<file path="config.mk">
export PLATFORM = sky130hd
export DESIGN_NAME = burst_sequencer
export DESIGN_NICKNAME = d
export VERILOG_FILES = /design/src/rtl/counter_pkg.sv /design/src/rtl/seq_watchdog.sv /design/src/rtl/burst_sequencer.sv
export SDC_FILE = /design/constraint.sdc
export NUM_CORES = 1
export LEC_CHECK = 0
export BUFFER_PORTS_ARGS = -buffer_cell sky130_fd_sc_hd__buf_2
export CAP_MARGIN = 20
export CORE_MARGIN = 3
export CORE_UTILIZATION = 35
export CTS_CLUSTER_SIZE = 25
export DETAILED_ROUTE_END_ITERATION = 16
export GPL_ROUTABILITY_DRIVEN = 0
export PLACE_DENSITY = 0.64
export SLEW_MARGIN = 10
export SYNTH_ARGS = -nofsm -noshare
export SYNTH_HDL_FRONTEND = slang
export SYNTH_SLANG_ARGS = --single-unit
</file>
<file path="constraint.sdc">
create_clock -name i_clk -period 2.7 [get_ports i_clk]
set_input_delay 0.405 -clock i_clk [delete_from_list [all_inputs] [get_ports i_clk]]
set_output_delay 0.405 -clock i_clk [all_outputs]
set_load 0.01 [all_outputs]
</file>
<file path="src/rtl/counter_pkg.sv">
// Shared definitions for the burst sequencer and the 10-cycle counter it drives.
package counter_pkg;

    // Sequencer states; the top keeps the raw encoding as plain constants.
    typedef enum logic [2:0] {
        SEQ_IDLE  = 3'd0,
        SEQ_RUN   = 3'd1,
        SEQ_CMPLT = 3'd2,
        SEQ_ABORT = 3'd3,
        SEQ_ERR   = 3'd4
    } seq_state_e;

    // Length of one downstream counter period (count 0..9).
    localparam int PERIOD_CYCLES = 10;

    // RUN duration of an undisturbed burst with a healthy counter.
    function automatic int burst_run_cycles(input int len);
        return len * PERIOD_CYCLES;
    endfunction

endpackage

</file>
<file path="src/rtl/seq_watchdog.sv">
// Watchdog: counts enabled cycles since the last clear. It flags expiry during
// the WDOG_CYCLES-th enabled cycle with no clear, so the owner can leave on
// that edge.
module seq_watchdog #(
    parameter int WDOG_CYCLES = 16
) (
    input  logic i_clk,
    input  logic i_rst_n,
    input  logic i_clear,
    input  logic i_enable,
    output logic o_expired
);

    localparam int CNT_W = (WDOG_CYCLES < 2) ? 1 : $clog2(WDOG_CYCLES + 1);
    localparam logic [CNT_W-1:0] LIMIT = CNT_W'(WDOG_CYCLES - 1);

    logic [CNT_W-1:0] count_reg;
    logic [CNT_W-1:0] count_next;

    // Clear wins; otherwise count enabled cycles and stick at the limit.
    always_comb begin
        count_next = count_reg;
        if (i_clear) begin
            count_next = '0;
        end else if (i_enable && (count_reg != LIMIT)) begin
            count_next = count_reg + CNT_W'(1);
        end
    end

    // Count register.
    always_ff @(posedge i_clk or negedge i_rst_n) begin
        if (!i_rst_n) begin
            count_reg <= '0;
        end else begin
            count_reg <= count_next;
        end
    end

    // Expiry only matters while the owner is actually running.
    assign o_expired = i_enable && (count_reg == LIMIT);

endmodule

</file>
<file path="src/rtl/burst_sequencer.sv">
// Burst sequencer: accepts a burst length, enables a 10-cycle counter for that
// many periods, and reports normal completion, abort or watchdog error with a
// one-cycle pulse. All control outputs are decodes of the registered state.
module burst_sequencer
    import counter_pkg::*;
#(
    parameter int LEN_W       = 8,
    parameter int WDOG_CYCLES = 16
) (
    input  logic             i_clk,
    input  logic             i_rst_n,
    input  logic             i_start_valid,
    output logic             o_start_ready,
    input  logic [LEN_W-1:0] i_burst_len,
    input  logic             i_abort,
    output logic             o_cnt_ena,
    input  logic             i_cnt_done,
    output logic             o_busy,
    output logic             o_cmplt,
    output logic             o_aborted,
    output logic             o_err,
    output logic [LEN_W-1:0] o_periods
);

    localparam logic [2:0] ST_IDLE  = SEQ_IDLE;
    localparam logic [2:0] ST_RUN   = SEQ_RUN;
    localparam logic [2:0] ST_CMPLT = SEQ_CMPLT;
    localparam logic [2:0] ST_ABORT = SEQ_ABORT;
    localparam logic [2:0] ST_ERR   = SEQ_ERR;

    logic [2:0]       state_reg;
    logic [2:0]       state_next;
    logic [LEN_W-1:0] len_reg;
    logic [LEN_W-1:0] len_next;
    logic [LEN_W-1:0] periods_reg;
    logic [LEN_W-1:0] periods_next;

    logic             accept;
    logic             in_run;
    logic             done_run;
    logic [LEN_W:0]   periods_inc;
    logic             final_done;
    logic             wdog_expired;

    assign accept   = (state_reg == ST_IDLE) && i_start_valid;
    assign in_run   = (state_reg == ST_RUN);
    assign done_run = in_run && i_cnt_done;

    // One bit wider so the compare against the length cannot wrap at max length.
    assign periods_inc = {1'b0, periods_reg} + (LEN_W + 1)'(1);
    assign final_done  = done_run && (periods_inc == {1'b0, len_reg});

    seq_watchdog #(
        .WDOG_CYCLES (WDOG_CYCLES)
    ) u_watchdog (
        .i_clk     (i_clk),
        .i_rst_n   (i_rst_n),
        .i_clear   (accept || done_run),
        .i_enable  (in_run),
        .o_expired (wdog_expired)
    );

    // Next state: final period beats abort, abort beats watchdog, and a done
    // pulse on its own keeps the burst alive.
    always_comb begin
        state_next = state_reg;
        case (state_reg)
            ST_IDLE: begin
                if (i_start_valid) begin
                    state_next = (i_burst_len == '0) ? ST_CMPLT : ST_RUN;
                end
            end
            ST_RUN: begin
                if (final_done) begin
                    state_next = ST_CMPLT;
                end else if (i_abort) begin
                    state_next = ST_ABORT;
                end else if (i_cnt_done) begin
                    state_next = ST_RUN;
                end else if (wdog_expired) begin
                    state_next = ST_ERR;
                end
            end
            ST_CMPLT, ST_ABORT, ST_ERR: begin
                state_next = ST_IDLE;
            end
            default: begin
                state_next = ST_IDLE;
            end
        endcase
    end

    // Length latch and period count; the count holds once the burst ends.
    always_comb begin
        len_next     = len_reg;
        periods_next = periods_reg;
        if (accept) begin
            len_next     = i_burst_len;
            periods_next = '0;
        end else if (done_run && (periods_inc <= {1'b0, len_reg})) begin
            periods_next = periods_inc[LEN_W-1:0];
        end
    end

    // State and datapath registers.
    always_ff @(posedge i_clk or negedge i_rst_n) begin
        if (!i_rst_n) begin
            state_reg   <= ST_IDLE;
            len_reg     <= '0;
            periods_reg <= '0;
        end else begin
            state_reg   <= state_next;
            len_reg     <= len_next;
            periods_reg <= periods_next;
        end
    end

    assign o_start_ready = (state_reg == ST_IDLE);
    assign o_cnt_ena     = in_run;
    assign o_busy        = in_run;
    assign o_cmplt       = (state_reg == ST_CMPLT);
    assign o_aborted     = (state_reg == ST_ABORT);
    assign o_err         = (state_reg == ST_ERR);
    assign o_periods     = periods_reg;

endmodule
</file>
==> summary.md <==
| Metric | Value |
|---|---|
| Status | `complete, no violations` |
| ANT nets after route | `0` |
| Core Area | `0.00453 mm2` |
| Worst Clk Skew | `0.00372 ns` |
| # DRC | `0` |
| Max IR drop VDD | `542 uV` |
| Drt pass-1 iters | `5` |
| Num CTS Buffers | `3` |
| Dpl hpwl | `3000 um` |
| Seq/Total Area, Yosys | `35.0%` |
| CP required | `just under 3 ns` |
| Most frequent cells in the layout | `buf_2, nand2_1, dfrtp_1, nand3_1, buf_4` |
| Number of synthesized register bits | `24` |
| Vias in the first global route | `1435` |
| Initial antenna violation count | `0` |
| Commonest non-fill, non-tap cell in the layout | `buf_2` |
| Setup Crit Path Kind | `reg -> reg` |
| Largest net degree at the start of global routing | `25` |
| CP max stage delay | `approximately 0.44 ns` |
| Worst slew pin tran | `0.672 ns` |
| Via count | `1590` |
| DP Area | `0.00198 mm2` |
| Final hold violation count | `0` |
| Critical-path cell list | `ha_2, nand3_2, buf_4, xnor2_1, ha_1, nand2_1, or3_4, or4_1, o22a_1, nand3_1` |
| Post-Syn Area | `around 0.0017 mm2` |
| Die ar. | `0.00578 mm2` |
| DR WL/cell | `~14 um` |
| Crit path capture type | `flop` |
| Fmax | `between 0.3 and 0.4 GHz` |
| Max Cap Viol | `0` |
| Slew margin rel. | `55.2%` |
| CP Buf/Inv Count | `1` |
| Nets@finish | `259` |
| Top_reg_cell synth | `dfrtp_1` |
| Power per cell area | `871 mW/mm2` |
| Crit path time final | `approximately 2.6 ns` |
| Leakage power | `0.955 nW` |
| Crit-path slowest cell | `dfrtp_1` |
| Final setup violation count | `0` |
| First-pass GRT wire length | `about 7100 um` |
| CTS tree | `done` |
| Synthesized area per cell | `between 8 and 9 um2` |
| Io pins | `27` |
| Crit-path max FO | `6` |
| Clock Sinks | `24` |
| Top delay family on crit path | `simple AND/OR/NAND/NOR gates` |
| Die height | `~76 um` |
| Yosys Warn Count | `0` |
| Die W | `76.0 um` |
| Worst skew pair latency | `0.27 ns` |
| Sum of negative setup slack | `0 ns` |
| Final period util | `about 97%` |
| Initial core utilization | `37.9%` |
| Ant. Diodes | `0` |
| Startpoint types | `flop` |
| Hold_buf cts | `0` |
| Clk slew on worst S/H paths | `around 0.09 ns` |
| # H-tree levels | `1` |
| Hold crit path type | `in -> async` |
| Arrival time at the worst endpoint | `2.82 ns` |
| # fillers | `442` |
| Area grow syn2layout | `21.7%` |
| GRT Util Overall | `between 10 and 15%` |
| Clock root cell | `clkbuf_8` |
| Unique cell type count in the Yosys netlist | `43` |
| Vias per inst | `5.32` |
| RSZ-0062 raised after global routing | `yes` |
| Gr ovfl total | `0` |
| # port buffers | `26` |
| Clk buf depth | `2` |
| DRT iter0 DRCs | `60` |
| Post-synth EDFFs | `0` |
| Fin. max-slew vios | `0` |
| Final WL | `4200 um` |
| Post-Syn Instances | `204` |
| Fin area | `0.00209 mm2` |
| Ratio of cells with drive above 1 in the final layout | `27.4%` |
| Mapped Nets | `228` |
| Post-synth ARST share | `100%` |
| # rows | `24` |
## worst paths after layout
kind	startpoint	to	slack, ns	cells past startpoint
max reg2reg	o_periods[1]$_DFFE_PN0P_	o_periods[4]$_DFFE_PN0P_	0.09	10
min in group i_clk	i_burst_len[6]	len_reg[6]$_DFFE_PN0P_	0.35	3
max	o_periods[1]$_DFFE_PN0P_	o_periods[4]$_DFFE_PN0P_	0.09	10
max in group asynchronous	i_rst_n	o_periods[0]$_DFFE_PN0P_	2.19	1
min reg2reg	len_reg[0]$_DFFE_PN0P_	len_reg[0]$_DFFE_PN0P_	0.49	2
min	i_rst_n	u_watchdog.count_reg[2]$_DFFE_PN0P_	0.11	1
## cell usage after synthesis, types with 3 or more instances
cell       count  area share (%)
dfrtp_1       24              35
a2bb2oi_1      3             1.5
clkbuf_1       8             1.7
nand3_1       16             4.7
nand2_1       25             5.5
nor3b_1        3             1.3
nor2_1        14             3.1
a21oi_1       10             2.9
a41oi_1        3             1.5
o21ai_0        8             2.3
xor2_1         4             2.0
o211ai_1       3             1.3
and3_1         4             1.5
nand4_1        4             1.5
nor3_1        13             3.8
ha_1          11             8.0
nor4_1         3             1.1
or3_1          7             2.6
inv_1          8             1.7
buf_2          5             1.5
## cell families (layout without fill, tap and decap cells)
kind of cell / after synthesis / in the layout / synth area share [%]
AND/OR/NAND/NOR: 99 / 99 / 29.6
adder cells (fa/ha/maj): 11 / 11 / 8.02
XOR/XNOR: 6 / 6 / 3.06
AO/OA/AOI/OAI: 40 / 40 / 17.3
buffers and inverters: 24 / 54 / 7.00
flip-flops: 24 / 24 / 35.0
## per-layer routing
metal	GRT usage, %	routed length (um)	share of wire, %
met2	22.3	1900	45
met1	21.0	2070	49
met4	3.26	38	0.90
met5	0	0	0
met3	3.07	196	4.7
## layout make-up
class	count	area (um2)	share of cell area, %
Sequential cell	24	603	28.9
Tap cell	65	81.3	3.89
Multi-Input combinational cell	156	1060	50.6
Timing Repair Buffer	41	246	11.8
Inverter	9	46.3	2.22
Clock buffer	4	55.1	2.63
## power by group
group	switching, mW	total, mW	internal (mW)
Combinational	0.581	0.983	0.401
Sequential	0.104	0.585	0.481
Clock	0.121	0.252	0.131
## per-stage QoR
stage               total power [mW]  setup WS, ns  hold slack, ns  util (%)  cells
finish                          1.82        0.0916           0.113      46.1    299
global route                    1.99      -0.00695           0.147      46.1    299
CTS                             1.77        0.0248           0.126      44.8    297
detailed placement              1.51        0.0466           0.432      43.6    293
global placement                1.49        0.0892           0.429      43.6    293
floorplan                       1.27        0.0528           0.109         -    204
## timing repair
action                                  CTS  global route
endpoints found under the setup margin    0             8
resized for setup                         0            11
setup buffers                             0             2
Power figures use the tool's default switching activity.
